===== src/rtl/demo_pkg.sv =====
// demo_pkg: shared state encoding, bus mode codes and demo addresses.
package demo_pkg;
  localparam logic [2:0] ST_IDLE  = 3'd0;
  localparam logic [2:0] ST_WRITE = 3'd1;
  localparam logic [2:0] ST_READ  = 3'd2;
  localparam logic [2:0] ST_RESP  = 3'd3;
  localparam logic [2:0] ST_DISP  = 3'd4;
  typedef enum logic [2:0] {
    IDLE  = ST_IDLE,
    WRITE = ST_WRITE,
    READ  = ST_READ,
    RESP  = ST_RESP,
    DISP  = ST_DISP
  } state_t;
  localparam logic MODE_READ  = 1'b0;
  localparam logic MODE_WRITE = 1'b1;
  localparam logic [15:0] DEMO_ADDR    = 16'h1001;
  localparam logic [15:0] WRITE_OFFSET = 16'd16;
endpackage


===== src/rtl/demo_spram.sv =====
// demo_spram: single-port RAM, synchronous write, registered 1-cycle read.
module demo_spram #(
  parameter int AW = 5,
  parameter int DW = 8
) (
  input  logic          clk,
  input  logic          we,
  input  logic [AW-1:0] addr,
  input  logic [DW-1:0] wdata,
  output logic [DW-1:0] rdata
);
  logic [DW-1:0] mem [2**AW];
  always_ff @(posedge clk) begin
    if (we) mem[addr] <= wdata;
    rdata <= mem[addr];
  end
endmodule


===== src/rtl/demo_slave_responder.sv =====
// demo_slave_responder: single-beat bus target over local RAM with button readback.
module demo_slave_responder
  import demo_pkg::*;
#(
  parameter int ADDR_WIDTH     = 16,
  parameter int DATA_WIDTH     = 8,
  parameter int MEM_ADDR_WIDTH = 5,
  parameter int READ_LATENCY   = 2
) (
  input  logic                      clk,
  input  logic                      rst,
  input  logic                      s_valid,
  input  logic                      s_mode,
  input  logic [ADDR_WIDTH-1:0]     s_addr,
  input  logic [DATA_WIDTH-1:0]     s_wdata,
  output logic [DATA_WIDTH-1:0]     s_rdata,
  output logic                      s_rvalid,
  output logic                      s_ready,
  input  logic                      disp_btn,
  input  logic [MEM_ADDR_WIDTH-1:0] disp_addr,
  output logic [DATA_WIDTH-1:0]     disp_data,
  output logic [7:0]                wr_count
);
  localparam logic [1:0] LAST = 2'(READ_LATENCY - 1);
  state_t state;
  logic [1:0] cnt;
  logic btn_prev, disp_pend, btn_edge, mem_we;
  logic [MEM_ADDR_WIDTH-1:0] rd_addr, disp_addr_q, mem_addr;
  logic [DATA_WIDTH-1:0] mem_rdata;
  logic unused_hi;
  assign unused_hi = ^s_addr[ADDR_WIDTH-1:MEM_ADDR_WIDTH];
  assign btn_edge = btn_prev && !disp_btn;
  assign mem_we = !rst && state == IDLE && s_valid && s_mode == MODE_WRITE;
  // IDLE presents the bus address so a write lands on the accept edge; reads use the registered address
  assign mem_addr = state == IDLE ? s_addr[MEM_ADDR_WIDTH-1:0] : rd_addr;
  demo_spram #(.AW(MEM_ADDR_WIDTH), .DW(DATA_WIDTH)) u_ram (
    .clk(clk), .we(mem_we), .addr(mem_addr), .wdata(s_wdata), .rdata(mem_rdata)
  );
  always_ff @(posedge clk) begin
    if (rst) begin
      state       <= IDLE;
      s_ready     <= 1'b1;
      s_rvalid    <= 1'b0;
      s_rdata     <= '0;
      disp_data   <= '0;
      wr_count    <= '0;
      btn_prev    <= 1'b1;
      disp_pend   <= 1'b0;
      disp_addr_q <= '0;
      rd_addr     <= '0;
      cnt         <= '0;
    end else begin
      btn_prev <= disp_btn;
      s_rvalid <= 1'b0;
      if (btn_edge) begin
        disp_pend   <= 1'b1;
        disp_addr_q <= disp_addr;
      end
      case (state)
        IDLE:
          if (s_valid) begin
            s_ready <= 1'b0;
            if (s_mode == MODE_WRITE) begin
              state    <= WRITE;
              wr_count <= wr_count + 8'd1;
            end else begin
              state   <= READ;
              rd_addr <= s_addr[MEM_ADDR_WIDTH-1:0];
              cnt     <= '0;
            end
          end else if (disp_pend) begin
            state   <= DISP;
            s_ready <= 1'b0;
            rd_addr <= disp_addr_q;
            cnt     <= '0;
          end
        READ:
          if (cnt == LAST) begin
            state    <= RESP;
            s_rdata  <= mem_rdata;
            s_rvalid <= 1'b1;
          end else cnt <= cnt + 2'd1;
        DISP:
          if (cnt == LAST) begin
            state     <= IDLE;
            s_ready   <= 1'b1;
            disp_data <= mem_rdata;
            disp_pend <= btn_edge;
          end else cnt <= cnt + 2'd1;
        default: begin
          state   <= IDLE;
          s_ready <= 1'b1;
        end
      endcase
    end
  end
endmodule

===== config.mk =====
export PLATFORM = sky130hd
export DESIGN_NAME = demo_slave_responder
export DESIGN_NICKNAME = d
export VERILOG_FILES = /design/src/rtl/demo_pkg.sv /design/src/rtl/demo_spram.sv /design/src/rtl/demo_slave_responder.sv
export SDC_FILE = /design/constraint.sdc
export NUM_CORES = 1
export LEC_CHECK = 0
export CAP_MARGIN = 20
export CORE_ASPECT_RATIO = 2
export CORE_UTILIZATION = 39
export CTS_CLUSTER_DIAMETER = 80
export DETAILED_ROUTE_END_ITERATION = 16
export GPL_TIMING_DRIVEN = 0
export PLACE_DENSITY = 0.62
export SLEW_MARGIN = 20
export SYNTH_ARGS = -nofsm -noshare
export SYNTH_HDL_FRONTEND = slang
export SYNTH_HIERARCHICAL = 1
export SYNTH_SLANG_ARGS = --single-unit
export TNS_END_PERCENT = 5

===== constraint.sdc =====
create_clock -name clk -period 4.2 [get_ports clk]
set_clock_uncertainty 0.1 [all_clocks]
set_input_delay 0.84 -clock clk [delete_from_list [all_inputs] [get_ports clk]]
set_output_delay 0.84 -clock clk [all_outputs]
set_load 0.02 [all_outputs]

After elaboration in Yosys (flattened, before gate mapping)

Memory sizes are Yosys's and may differ from the RTL's. A register that Yosys moved wholly into a read port is not among the register bits.
Index checks and enable logic that the tools add are counted.

Memory bits (writable): 256
Register bits: 43
Output and inout bits: 26
Logic and storage cells: 67
Memories: 1
Input bits: 34

Memory list:

| name      | depth | width | rd ports | clocked after memory_dff | write ports | line             | source |
|---|---|---|---|---|---|---|---|
| u_ram.mem | 32    | 8     | 1        | 1                        | 1           | demo_spram.sv:12 | `logic [DW-1:0] mem [2**AW];` |

Add/sub/neg operators: 2
Mux-type cells: 25
Bitwise gates (word level): 1
Reduce and logical (&&, ||, !) cells: 18
Eq/ne operators: 9

Operators by type and width:

| cell                                                                   | number |
|---|---|
| 5-bit two-way mux                                                      | 4 |
| 3-bit two-way mux                                                      | 4 |
| 3-bit AND reduction                                                    | 4 |
| 2-bit two-way mux                                                      | 5 |
| 1-bit two-way mux                                                      | 9 |
| 3-bit case mux with 3 select lines                                     | 1 |
| 8-bit by 1-bit adder with 8-bit output (second input constant)         | 1 |
| 2-bit inequality test (second input constant)                          | 4 |
| 3-bit inequality test (second input constant)                          | 2 |
| 1-bit logical AND                                                      | 4 |
| 2-bit case mux with 2 select lines                                     | 1 |
| 2-bit AND reduction                                                    | 2 |
| 4-bit AND reduction                                                    | 1 |
| 2-bit nonzero test                                                     | 2 |
| 2-bit OR reduction                                                     | 2 |
| 3-bit by 2-bit equality test with 1-bit output (second input constant) | 1 |
| 3-bit equality test (second input constant)                            | 1 |
| 3-bit logical NOT                                                      | 1 |
| 1-bit case mux with 3 select lines                                     | 1 |
| 2-bit by 1-bit adder with 2-bit output (second input constant)         | 1 |
| 2-bit by 1-bit equality test with 1-bit output (second input constant) | 1 |
| 1-bit logical NOT                                                      | 2 |
| 1-bit NOT                                                              | 1 |

Logic depth before layout (Yosys ltp)

Word-level depth: 6
Mapped depth: 10
Depth with buffers taken out: 6

Cells and area by module

Netlist, hierarchy kept.

By module, submodules not included:

| module               | cells an instance | times used | seq. area each (um^2) | area an instance (um^2) |
|---|---|---|---|---|
| demo_spram           | 576               | 1          | 7847.5                | 10206.0 |
| demo_slave_responder | 208               | 1          | 860.8                 | 1826.8 |

Worst setup path before layout

OpenSTA, ideal clock, no wires.

Kind: input -> register
From: input port s_valid
To: memory u_ram.mem[24][0], enable pin
Data required time: 3.717 ns
Path slack: 0.958 ns
Path buffers: 2
Setup time: 0.383 ns
Stages: 7
Data arrival time: 2.759 ns
Cell sequence: buf_6 and2_4 and2_1 nor2b_1 or3b_2 clkbuf_1 nor3_1

Word-level cells in the longest chain between the ends: 4

Ends and longest elaborated chain:

| element                                 | line                       | source |
|---|---|---|
| from (decl)                             | demo_slave_responder.sv:12 | `input logic s_valid,` |
| 1-bit logical AND (2 in series)         | demo_slave_responder.sv:33 | `assign mem_we = !rst && state == IDLE && s_valid && s_mode == MODE_WRITE;` |
| via mem_we                              | demo_slave_responder.sv:27 | `logic btn_prev, disp_pend, btn_edge, mem_we;` |
| 1-bit two-way mux                       | demo_spram.sv:14           | `if (we) mem[addr] <= wdata;` |
| 1-bit two-way mux (not written as such) | demo_spram.sv:14           |  |
| to (decl)                               | demo_spram.sv:12           |  |

The timed path passes the listed nets, and every way through them passes these cells.

Worst setup path in the final report

From: register state[2]
To: register u_ram.rdata[2] (read register of u_ram.mem)

Word-level cells in the longest chain between the ends: 2

Ends and longest elaborated chain:

| element                | line                       | source |
|---|---|---|
| from (decl)            | demo_slave_responder.sv:25 | `state_t state;` |
| from (signal assigned) | demo_slave_responder.sv:41 | `state <= IDLE;` |
| from (signal assigned) | demo_slave_responder.sv:64 | `state <= WRITE;` |
| from (signal assigned) | demo_slave_responder.sv:67 | `state <= READ;` |
| 3-bit logical NOT      | demo_slave_responder.sv:35 | `assign mem_addr = state == IDLE ? s_addr[MEM_ADDR_WIDTH-1:0] : rd_addr;` |
| 5-bit two-way mux      | demo_slave_responder.sv:35 |  |
| via mem_addr[1]        | demo_slave_responder.sv:28 | `logic [MEM_ADDR_WIDTH-1:0] rd_addr, disp_addr_q, mem_addr;` |
| to (decl)              | demo_spram.sv:10           | `output logic [DW-1:0] rdata` |

The timed path passes the listed nets, and every way through them passes these cells.
A chain may end at the register's enable or synchronous reset.

==> impl_metrics.toml <==
[cells_and_area]
n_fill_cell = 2622
final_cell_mix = "256 x edfxtp_1, 140 x mux2i_1, 63 x o22ai_1"
layout.core_utilization_pct = 45.37
final_common_cell = "edfxtp_1"
drive_above_1_share_pct = 10.27
nets = 895
fin_cells = 1244
area_growth_pct = 14.21
antenna_cells = 0
final_area_sq_um = 13740

[setup_path]
cp_max_fo = 10
reg2reg_from = "state[2]"
end_kind = "register"
worstSetupPathType = "register to register"
cp_common_cell = "buf_2"
r2r_slack_ns = 0.11
cp_slowest_stage_delay_ns = 1.07
timing.rr.end = "u_ram/rdata[2]"
cp-start-kind = "register"
cp_data_arrival_time_ns = 4.34
crit_chain = "nor3_2, buf_2, mux2_2, clkbuf_1, buf_2, buf_2, mux2i_1, o22ai_1, nor4_1, nand2_1"
slowest_stage = "nor4_1"
reg2regPathDepth = 10
critPathRequiredTime_ns = 4.46

[place]
port_buffers = 47
gp_congestion = 0.8442
placed_area_sq_um = 12960
pre_cts_ws_ns = -0.1488
dp.cells = 1199
dp_hpwl_microns = 19940

[pwr]
p_sw_mw = 1.461
p_seq_share_pct = 53.3
switching_share_pct = 23.07
ir_drop_uv = 286.9
p_comb_share_pct = 10.5
p_leak_nw = 4.591
powerDensity_nw_per_um2 = 460.9
power_frac_clock_pct = 36.1
internal-power_mw = 4.873
totalPowerFinal_mw = 6.335

[yosys]
ys_top_cells_by_area = "edfxtp_1 64%, mux2i_1 12%, dfxtp_1 8.5%"
synth_top_area_share_pct = 63.89
synthesis.instances = 784
synth_top_area_cell = "edfxtp_1"
synthFlopType = "edfxtp_1"
ys_seq_area_share_pct = 72.37
synth.cell_area_sq_um = 12030
synth_edf_count = 256
avgSynthCellArea_sq_um = 15.35
ys_ff_latch = 307
synth-async-reset-ratio_pct = 0
yosysUniqueCellTypes = 48
yosysWarnings = 6
synth_nets = 821

[clocking]
cts_hold_buf = 0
clockBufferDepth = 3
ctsResizeCount = 0
clock-root-buffer = "clkbuf_16"
cts_made_buffers = 25
cts_max_level = 1
clock_sinks = 307
clkTransAtPathRegs_ns = 0.07
post_cts_buffers = 0
clk_latency_ns = 0.53
cts_tree = "done"

[global_routing]
grt.total_usage_pct = 18.05
grt_antenna_before_repair = 0
grt_pass1_wl_microns = 41720
grt_pass1_vias = 6726
grt_busiest_layer = "met2"
grt_max_degree = 33
met1_usage_pct = 17.48
met3_usage_pct = 1.623
use_met2_pct = 36.80
overflow = 0

[timing]
setup_violations = 0
hold_violations = 0
fmax_mhz = 244.8
tns_ns = 0
rsz0062_at_grt = "false"
hold_ws_ns = 0.3542
finalWorstSetupSlack_ns = 0.1144
worst_pin_slew_ns = 1.287
relSlewSlack_pct = 13.43
final.period_utilization_pct = 97.28
slew_violations = 0
finalCriticalPeriod_ns = 4.086

[die]
die_w_microns = 126.2
rows = 90
core_region_area_sq_um = 30290
dieArea_sq_um = 31600
ios = 60
die_height_microns = 250.4
start_util_pct = 39.72

[routing]
vias = 6682
dr.pass1.iters = 5
wirelength_microns = 27660
antenna_left = 0
post_drt_wl_per_cell_microns = 22.24
vias_per_cell = 5.371
drcViolationCount = 0
drt-initial-drc-count = 424

[run_status]
status = "finished, final reports clean"

[hold_path]
worstHoldStart = "disp_data[2]"
hold_depth = 2
hold_path_class = "register to register"
hold_end = "disp_data[2]"

[job]
cap_violations = 0
cells in the mapped netlist (all sizes together), types with 2 or more instances:
master,number
nand3,6
nand2,46
and2,5
or3b,3
xnor2,2
buf,33
mux2,6
a21oi,20
or3,4
nand4b,4
o22ai,64
nand4bb,5
nand3b,4
inv,2
nor4,16
nor2b,4
dfxtp,51
ha,3
or4b,4
o21ai,3
clkbuf,13
mux2i,140
nand4,4
or2,2
xor2,4
nor3,8
edfxtp,256
and3,2
a211oi,5
nor2,56
power by group through the flow:
stage | logic (mW) | registers [mW] | clock network, mW
2_1_floorplan | 0.410 | 3.44 | 0
3_3_place_gp | 0.662 | 3.45 | 0
3_5_place_dp | 0.667 | 3.45 | 0
4_1_cts | 0.669 | 3.38 | 2.34
5_1_grt | 0.713 | 3.38 | 2.44
6_report | 0.666 | 3.38 | 2.29
logic make-up after synthesis:
logic type,Yosys count,share of synthesized area [%]
flip-flops,307,72.37
adder cells (fa/ha/maj),3,0.3120
buffers and inverters,48,1.965
multiplexers,146,12.24
XOR/XNOR,6,0.4367
AO/OA/AOI/OAI,96,4.908
AND/OR/NAND/NOR,178,7.768
layer usage:
metal  wire (microns)  vias up
met1             9376     3321
li1                 -     3164
met5                0        -
met3              806       48
met2            16260      149
met4             1220        0
area by class of cell:
class	instances	area (sq um)	share of cell area [%]
Clock buffer	32	651.9	4.743
Timing Repair Buffer	47	430.4	3.132
Clock inverter	13	135.1	0.9832
Multi-Input combinational cell	429	3120	22.71
Buffer	46	229.0	1.666
Inverter	2	7.507	0.05462
Tap cell	368	460.4	3.350
Sequential cell	307	8708	63.36
flip-flops by register name, indices dropped and copies added (netlist names):
| name | count |
|---|---|
| btn_prev | 1 |
| cnt | 2 |
| disp_addr_q | 5 |
| disp_data | 8 |
| disp_pend | 1 |
| rd_addr | 5 |
| s_rdata | 8 |
| s_ready | 1 |
| s_rvalid | 1 |
| state | 3 |
| u_ram/mem | 256 |
| u_ram/rdata | 8 |
| wr_count | 8 |
worst max-delay path: cells and delay by family, from the launching register on:
family	cells	cell delay [ns]
AND/OR/NAND/NOR	3	1.59
buffers and inverters	4	1.11
multiplexers	2	0.50
flip-flops	1	0.38
AO/OA/AOI/OAI	1	0.21
worst max path at each step:
stage | slack [ns] | startpoint | end
finish | 0.11 | state[2] | u_ram/rdata[2]
CTS | 0.15 | state[2] | u_ram/rdata[2]
global route | 0.07 | state[2] | u_ram/rdata[2]
floorplan | 0.96 | s_valid | u_ram/mem[24][0]
global placement | -0.28 | s_mode | u_ram/mem[24][2]
detailed placement | -0.15 | s_addr[1] | u_ram/rdata[2]
Power figures use the tool's default switching activity.
